$ cat src/rtl/bram_lat_pipe.sv
// bram_lat_pipe: valid+address delay line matching the BRAM read latency, with synchronous flush.
module bram_lat_pipe #(
  parameter int ADDR_W = 10,
  parameter int LAT = 2
) (
  input  logic              clk_100mhz,
  input  logic              reset,
  input  logic              flush,
  input  logic              in_valid,
  input  logic [ADDR_W-1:0] in_addr,
  output logic              out_valid,
  output logic [ADDR_W-1:0] out_addr
);
  logic [LAT-1:0] v;
  logic [ADDR_W-1:0] a [LAT];
  always_ff @(posedge clk_100mhz) begin
    if (reset || flush) begin
      v <= '0;
      for (int i = 0; i < LAT; i++) a[i] <= '0;
    end else begin
      for (int i = LAT - 1; i > 0; i--) begin
        v[i] <= v[i-1];
        a[i] <= a[i-1];
      end
      v[0] <= in_valid;
      a[0] <= in_addr;
    end
  end
  assign out_valid = v[LAT-1];
  assign out_addr  = a[LAT-1];
endmodule

$ cat config.mk
export PLATFORM = sky130hd
export DESIGN_NAME = bram_lat_pipe
export DESIGN_NICKNAME = d
export VERILOG_FILES = /design/src/rtl/bram_lat_pipe.sv
export SDC_FILE = /design/constraint.sdc
export NUM_CORES = 1
export LEC_CHECK = 0
export CAP_MARGIN = 20
export CORE_ASPECT_RATIO = 0.7
export CORE_MARGIN = 1
export CORE_UTILIZATION = 44
export DETAILED_ROUTE_END_ITERATION = 8
export GPL_TIMING_DRIVEN = 0
export PLACE_DENSITY = 0.76
export SYNTH_ARGS = -nofsm -noshare
export SYNTH_HDL_FRONTEND = slang
export SYNTH_SLANG_ARGS = --single-unit
$ cat constraint.sdc
create_clock -name clk_100mhz -period 1.1 [get_ports clk_100mhz]
set_input_delay 0.165 -clock clk_100mhz [delete_from_list [all_inputs] [get_ports clk_100mhz]]
set_output_delay 0.165 -clock clk_100mhz [all_outputs]
set_load 0.01 [all_outputs]
Yosys cells after proc, flatten, opt, wreduce, memory -nomap -nowiden:

Memories as Yosys holds them, arrays and structs flattened.
Index checks and enable logic that the tools add are counted.

* bitwise operators: 2
* mux-type cells: 5
* reductions and logical operators: 1

Operators with widths (count)
* two-way mux 10 bit: 2
* two-way mux 1 bit: 3
* bitwise OR 1 bit: 2
* logical OR 1 bit: 1

* input bits: 14
* memory bits (writable): 20
* memories: 1
* register bits after elaboration: 2

Memories
* a: depth 2, bits a word 10, read ports 2, clocked after memory_dff 0, wr ports 2, RTL line 15 `logic [ADDR_W-1:0] a [LAT];`

Depth between registers and ports, before layout:

Gate-level depths: netlist (run 1).

* word-level depth: 4
* mapped depth: 2

Worst setup path after synthesis (run 1):

No wires, ideal clock.

* path type: register to output
* from: memory a[1][0], in the netlist a[0][10]
* to: output port out_addr[0]
* stages on the path, launching flop included: 2
* data arrival time: 0.401 ns
* slack: 0.534 ns
* required time: 0.935 ns
* path buffers: 1
* cells stage by stage: dfxtp_1 buf_4

RTL lines
* start, declared: RTL line 15
* end, declared: RTL line 12 `output logic [ADDR_W-1:0] out_addr`

==> metrics, run 1 <==
fraction of layout cells with a size suffix above 1 0.588; Worst Setup Path Type reg2out; worst hold path type in2reg; most frequent cells in the layout 20 x nor3b_2, 19 x dfxtp_1, 13 x clkdlybuf4s50_1; clk slew on worst S/H paths ~0.10 ns; final hold viol count 0; utilization after layout 0.641; drt pass-1 iters 4; Tmin final between 1 and 1.5 ns; gr usage total 0.149; vias 464; CP Capture Point out_addr[7]; crit path from a[0][17]; worst-path fanout max 1; slowest cell on the critical path dfxtp_2; worst r2r dst a[0][18]; die area just over 0.002 sq mm; Initial DRC Count 3; RR Startpoint a[0][8]; Avg Vias per Cell 4.38; fill count approximately 130; clk sinks 22; Worst Path Arrival roughly 0.86 ns; part of the cycle the worst path needs 0.936; antenna violations before repair 0; root buf cell clkbuf_4; gr ovfl total 0; Clock Tree Buf Depth 2; Fmax achieved approximately 970 MHz; startpoint types register; maxcap violations 0; register area share after synthesis 0.533; DR WL/cell about 12 um; Crit path largest cell delay ~0.33 ns; vias in the first global route 420; core footprint approximately 0.0017 sq mm; Worst R2R Setup Slack 0.54 ns; CTS tree built; HPWL after DPL between 900 and 1000 um; Mapped Avg Cell Area between 10 and 15 sq um; CP cell instances buf_4, buf_2; GPL Wtd Cong about 0.7; ant diodes 0; Post-Syn Instances 58; Fin Clk Skew around 0.00082 ns; Core Rows 12; largest net degree at the start of global routing 12; IO Pins 25; Least-Margin Pin Slew between 0.15 and 0.2 ns; CP Capture Type primary output; most common cell after layout, fill and taps aside nor3b_2; Vert. Die Dim roughly 38 um; Final #Nets 101; CTS Hold Bufs 0; Max Slew Vio Count 0; PwrDens about 1200 mW/mm^2; post-synthesis cell type count 5; I/O Buffers 24; reg2reg path depth 1; outcome finished, final reports clean; Worst-Skew Late Latency ~0.3 ns; Initial Util 0.495; antenna-violating nets left 0; Residual DRC 0; number of synthesized register bits 22; Layout area overhead 29.4%; Hold WS 0.434 ns; Ys Warns 0; first-pass GRT wire length 1890 um; Slew headroom 0.873; Max IR drop VDD 0.000839 V; RSZ-0062 raised after global routing false; CTS H-Tree Depth 1; Synth Net Count between 70 and 80; synthesized cell area 826 sq um; final WL 1270 um; Leak 0.440 nW; chip width 53.8 um; total CTS buffers 3; Worst Path Required approximately 0.94 ns; final setup violation count 0
synth_stat cells:
library cell   n  area, sq um
dfxtp_1       22          440
nor3b_2       20          250
buf_4         10         75.1
buf_6          4         45.0
nor3b_1        2         15.0
cell type report:
class	count	area (sq um)	share of cell area
multi-input cells	22	265	0.248
well taps	21	26.3	0.0246
flip-flops and latches	22	444	0.416
clock buffers	3	22.5	0.0211
repair buffers	24	190	0.178
plain buffers	14	120	0.112
worst max-delay path, delay by kind of cell (launching register included):
family / cells / cell delay, ns
buffers and inverters: 2 / 0.24
DFF: 1 / 0.33
power breakdown:
part	switching [mW]	internal [mW]	total [mW]
logic	0.0568	0.0906	0.147
clock network	0.215	0.128	0.342
registers	0.00432	0.819	0.823
state kept, by name, indices dropped and copies added, names as in the netlist:
signal  count
a          20
v           2
through the flow:
| step | instances | TNS, ns | worst slack, ns | instance area, sq um | total power [mW] |
|---|---|---|---|---|---|
| floorplan | 58 | 0 | 0.534 | 826 | 0.923 |
| global placement | 103 | -0.122 | -0.00957 | 1090 | 0.994 |
| detailed placement | 103 | -0.306 | -0.0326 | 1090 | 0.996 |
| CTS | 106 | -0.0942 | -0.0942 | 1070 | 1.34 |
| global route | 106 | 0 | 0.0132 | 1070 | 1.39 |
| finish | 106 | 0 | 0.0708 | 1070 | 1.31 |
what timing repair did:
item,4_1_cts,5_1_grt
gates resized for setup,40,4
gates cloned,0,0
endpoints found under the setup margin,11,2
setup buffers,0,0
cells by family after synthesis:
family                 after synthesis  share of synthesized area
buffers and inverters               14                      0.145
and+or+nand+nor                     22                      0.321
DFF                                 22                      0.533
worst min-delay path by stage:
| stage | cells past startpoint | end | start | slack (ns) |
|---|---|---|---|---|
| floorplan | 1 | a[0][18] | flush | 0.24 |
| global placement | 1 | a[0][17] | a[0][7] | 0.45 |
| detailed placement | 1 | a[0][18] | a[0][8] | 0.45 |
| CTS | 2 | a[0][9] | in_addr[9] | 0.42 |
| global route | 2 | a[0][8] | in_addr[8] | 0.41 |
| finish | 2 | a[0][9] | in_addr[9] | 0.43 |
routing by layer:
layer / vias to the layer above / wire length [um] / track usage
met1: 207 / 545 / 0.156
met3: 3 / 79 / 0.0833
met2: 17 / 626 / 0.247
met5: - / 0 / 0
li1: 237 / - / -
met4: 0 / 14 / 0.0592
No activity file was read; power rests on OpenSTA's default activity.
==> run 2, diff against run 1 <==
CORE_ASPECT_RATIO = default   (was 0.7)
CORE_UTILIZATION = 46   (was 44)
PLACE_DENSITY = 0.79   (was 0.76)
==> metrics, run 2 (synthesis results as in run 1) <==
outcome finished, final reports clean (unchanged); most frequent cells in the layout 21 x dfxtp_1, 20 x nor3b_2, 13 x clkdlybuf4s50_1 (was 20 x nor3b_2, 19 x dfxtp_1, 13 x clkdlybuf4s50_1); die area 0.00197 sq mm (was 0.00206 sq mm); largest net degree at the start of global routing 12 (unchanged); largest register by flop count a (unchanged); CP cell instances dlygate4sd2_1 (was buf_4, buf_2); Worst Path Required 0.94 ns (about the same); Vert. Die Dim 44.4 um (was 38.2 um); max reg flops 20 (unchanged); Leak 0.443 nW (was 0.440 nW); PwrDens 1240 mW/mm^2 (was 1230 mW/mm^2); Avg Vias per Cell 4.38 (about the same); hold_sp in_addr[6] (was in_addr[9]); Worst Path Arrival 0.88 ns (was 0.86 ns); maxcap violations 0 (unchanged); top flop regs a: 20 flops, v: 2 flops (unchanged); part of the cycle the worst path needs 0.952 (was 0.936); final setup violation count 0 (unchanged); non-filler cells, final 109 (was 106); Area after DPL 0.00110 sq mm (was 0.00109 sq mm); clk slew on worst S/H paths 0.11 ns (was 0.10 ns); Worst-Skew Late Latency 0.30 ns (about the same); vias 477 (was 464); CTS H-Tree Depth 1 (unchanged); Final #Nets 101 (unchanged); clk sinks 22 (unchanged); Max IR drop VDD 0.000756 V (was 0.000839 V); core footprint 0.00159 sq mm (was 0.00167 sq mm); fill count 136 (was 134); antenna violations before repair 0 (unchanged); Fmax achieved 954 MHz (was 972 MHz); I/O Buffers 24 (unchanged); Least-Margin Pin Slew 0.185 ns (was 0.190 ns); Worst Setup Path Type reg2out (unchanged); GPL Wtd Cong 0.582 (was 0.710); Residual DRC 0 (unchanged); total CTS buffers 3 (unchanged); Fin Clk Skew 0.00298 ns (was 0.000825 ns); slowest cell on the critical path dfxtp_1 (was dfxtp_2); Initial Util 0.518 (was 0.495); placed cells 106 (was 103); ant diodes 0 (unchanged); final hold viol count 0 (unchanged); Core Rows 14 (was 12); Tmin final 1.05 ns (was 1.03 ns); total power 1.32 mW (was 1.31 mW); IO Pins 25 (unchanged); chip width 44.4 um (was 53.8 um); Layout area overhead 29.4% (unchanged); most common cell after layout, fill and taps aside dfxtp_1 (was nor3b_2); CP Capture Type primary output (unchanged); WP buf/inv 1 (was 2); CTS tree built (unchanged); crit path from v[1] (was a[0][17]); Max Slew Vio Count 0 (unchanged); Slew headroom 0.876 (was 0.873); drt pass-1 iters 2 (was 4); fraction of layout cells with a size suffix above 1 0.565 (was 0.588); Initial DRC Count 1 (was 3); worst hold path type in2reg (unchanged); RSZ-0062 raised after global routing false (unchanged); root buf cell clkbuf_4 (unchanged); gr usage total 0.139 (was 0.149); DR WL/cell 10.4 um (was 11.9 um); startpoint types register (unchanged); worst-path fanout max 1 (unchanged); Top delay family on crit path flip-flops (unchanged); gr ovfl total 0 (unchanged); antenna-violating nets left 0 (unchanged); Crit path largest cell delay 0.31 ns (was 0.33 ns); final WL 1140 um (was 1270 um); CTS Hold Bufs 0 (unchanged); vias in the first global route 467 (was 420); first-pass GRT wire length 1950 um (was 1890 um); Clock Tree Buf Depth 2 (unchanged); HPWL after DPL 794 um (was 901 um); RR Startpoint a[0][8] (unchanged); Final Cell Area 0.00107 sq mm (unchanged)
-- run 2: path summary, 6_finish.rpt --
kind	endpoint	slack [ns]	cells past startpoint
worst max-delay path	out_valid	0.05	1
worst min-delay path	a[0][6]	0.43	2
worst max register to register	a[0][18]	0.53	1
worst min register to register	v[1]	0.47	1
-- run 2: what timing repair did --
item / in CTS / in global routing
setup buffers: 0 / 0
resized for setup: 38 / 3
endpoints found under the setup margin: 11 / 1
endpoints found under the hold margin: 0 / 0
-- run 2: cell type report --
type | instances | area (sq um) | area share
Sequential cell | 22 | 442 | 0.413
Multi-Input combinational cell | 22 | 265 | 0.248
Timing Repair Buffer | 24 | 189 | 0.177
Buffer | 14 | 120 | 0.112
Tap cell | 24 | 30.0 | 0.0281
Clock buffer | 3 | 22.5 | 0.0211
-- run 2: report_power, final --
group	leakage [nW]	total [mW]	internal (mW)	switching, mW
sequential	0.180	0.823	0.819	0.00414
clock	0.0138	0.352	0.128	0.224
combinational	0.249	0.146	0.0904	0.0555
total	0.443	1.32	1.04	0.284
-- run 2: per-stage QoR --
stage	hold WS, ns	worst slack (ns)	setup TNS, ns	utilization
floorplan	0.240	0.534	0	-
global placement	0.444	-0.00521	-0.0320	0.688
detailed placement	0.451	-0.00515	-0.0242	0.688
CTS	0.427	-0.0802	-0.0802	0.672
global route	0.432	0.0127	0	0.670
finish	0.426	0.0523	0	0.670
-- run 2: metal layers --
| layer | global-route usage | share of wire | vias up |
|---|---|---|---|
| met5 | 0 | 0 | - |
| met4 | 0.0909 | 0.026 | 0 |
| met3 | 0.0245 | 0.055 | 5 |
| met2 | 0.241 | 0.50 | 15 |
| met1 | 0.155 | 0.42 | 218 |
| li1 | - | - | 239 |
==> run 3, diff against run 2 <==
CORE_ASPECT_RATIO = 0.7   (was default)
CORE_UTILIZATION = 35   (was 46)
PLACE_DENSITY = default   (was 0.79)
==> metrics, run 3 (synthesis results as in run 1) <==
drt pass-1 iters 2 (unchanged); die area 0.00256 sq mm (was 0.00197 sq mm); hold_sp in_addr[1] (was in_addr[6]); Core Rows 14 (unchanged); Final #Nets 101 (unchanged); IO Pins 25 (unchanged); Worst Setup Path Type reg2out (unchanged); Initial Util 0.377 (was 0.518); Max IR drop VDD 0.000770 V (was 0.000756 V); RR Startpoint v[0] (was a[0][8]); placed cells 114 (was 106); RSZ-0062 raised after global routing false (unchanged); CTS tree built (unchanged); final hold viol count 0 (unchanged); total CTS buffers 3 (unchanged); CTS Hold Bufs 0 (unchanged); Fin Clk Skew 0.000199 ns (was 0.00298 ns); Initial DRC Count 6 (was 1); Area after DPL 0.00111 sq mm (was 0.00110 sq mm); Vert. Die Dim 42.6 um (was 44.4 um); vias 477 (unchanged); final setup violation count 0 (unchanged); outcome finished, final reports clean (unchanged); worst-path fanout max 1 (unchanged); CP cell instances buf_4, buf_2 (was dlygate4sd2_1); clk slew on worst S/H paths 0.11 ns (about the same); Worst Path Arrival 0.87 ns (was 0.88 ns); CP Capture Type primary output (unchanged); largest register by flop count a (unchanged); WP buf/inv 2 (was 1); Final Cell Area 0.00110 sq mm (was 0.00107 sq mm); Top delay family on crit path flip-flops (unchanged); Fmax achieved 967 MHz (was 954 MHz); Layout area overhead 32.9% (was 29.4%); Least-Margin Pin Slew 0.186 ns (was 0.185 ns); Slew headroom 0.875 (was 0.876); Crit path largest cell delay 0.33 ns (was 0.31 ns); first-pass GRT wire length 1970 um (was 1950 um); startpoint types register (unchanged); root buf cell clkbuf_4 (unchanged); Worst-Skew Late Latency 0.30 ns (about the same); Worst R2R Setup Slack 0.55 ns (was 0.53 ns); most frequent cells in the layout 20 x nor3b_2, 20 x dfxtp_1, 13 x clkdlybuf4s50_1 (was 21 x dfxtp_1, 20 x nor3b_2, 13 x clkdlybuf4s50_1); worst hold path type in2reg (unchanged); antenna violations before repair 0 (unchanged); ant diodes 0 (unchanged); chip width 60.1 um (was 44.4 um); I/O Buffers 24 (unchanged); part of the cycle the worst path needs 0.940 (was 0.952); slowest cell on the critical path dfxtp_2 (was dfxtp_1); HPWL after DPL 802 um (was 794 um); PwrDens 1280 mW/mm^2 (was 1240 mW/mm^2); Residual DRC 0 (unchanged); max reg flops 20 (unchanged); reg2reg path depth 1 (unchanged); core footprint 0.00219 sq mm (was 0.00159 sq mm); Worst Hold Path Cells 2 (unchanged); non-filler cells, final 118 (was 109); GPL Wtd Cong 0.576 (was 0.582); clk sinks 22 (unchanged); vias in the first global route 446 (was 467); maxcap violations 0 (unchanged); fraction of layout cells with a size suffix above 1 0.581 (was 0.565); Worst Path Required 0.94 ns (about the same); crit path from a[0][17] (was v[1]); largest net degree at the start of global routing 13 (was 12); Clock Tree Buf Depth 2 (unchanged); DR WL/cell 10.3 um (was 10.4 um); gr usage total 0.112 (was 0.139); CTS H-Tree Depth 1 (unchanged); Avg Vias per Cell 4.04 (was 4.38); Tmin final 1.03 ns (was 1.05 ns); Leak 0.448 nW (was 0.443 nW); final WL 1220 um (was 1140 um); worst hold path endpoint a[0][1] (was a[0][6]); top flop regs a: 20 flops, v: 2 flops (unchanged); worst r2r dst v[1] (was a[0][18]); antenna-violating nets left 0 (unchanged); utilization after layout 0.501 (was 0.670); gr ovfl total 0 (unchanged); total power 1.40 mW (was 1.32 mW); Max Slew Vio Count 0 (unchanged)
==> run 3: cell count changes in the layout (fill, tap and decap cells not counted), sizes merged <==
cell | previous run | this run
buf | 23 | 24
clkdlybuf4s15 | 0 | 1
dlygate4sd2 | 1 | 0
==> run 3: per-layer routing <==
layer  part of all wire  vias up  track usage
li1                   -      240            -
met3              0.091        2       0.0710
met5                  0        -            0
met1               0.47      215        0.124
met2               0.43       20        0.171
met4             0.0090        0       0.0419
==> run 3: area by class of cell <==
| class | count | area (sq um) |
|---|---|---|
| fill | 199 | 1090 |
| clock buffer | 4 | 36.3 |
| multi-input combinational | 22 | 265 |
| buffer | 14 | 120 |
| sequential | 22 | 443 |
| tap | 32 | 40.0 |
| timing repair buffer | 24 | 193 |
==> run 3: how the worst max path moves through the flow <==
stage               slack, ns     endpoint  depth (start not counted)
floorplan                0.53  out_addr[0]                          1
global placement        -0.02     a[0][12]                          3
detailed placement      -0.01     a[0][14]                          3
CTS                      0.03    out_valid                          1
global route             0.01  out_addr[0]                          2
finish                   0.07  out_addr[7]                          2
==> run 3: timing repair <==
action	CTS	global route
gates resized for setup	41	1
pin swaps	0	0
endpoints found under the hold margin	0	0
buffers inserted	0	0
setup endpoints to repair	11	1
==> run 3: stage by stage <==
step                      worst slack [ns]  hold WS, ns  setup TNS [ns]
after floorplan                      0.534        0.240               0
after global placement             -0.0152        0.447          -0.224
after detailed placement           -0.0140        0.451          -0.219
after CTS                           0.0337        0.428               0
after global routing                0.0111        0.408               0
final                               0.0658        0.430               0
==> run 3: where the power goes <==
part	leakage, nW	switching (mW)	internal, mW
registers	0.180	0.00427	0.819
clock network	0.0210	0.227	0.202
logic	0.246	0.0566	0.0909
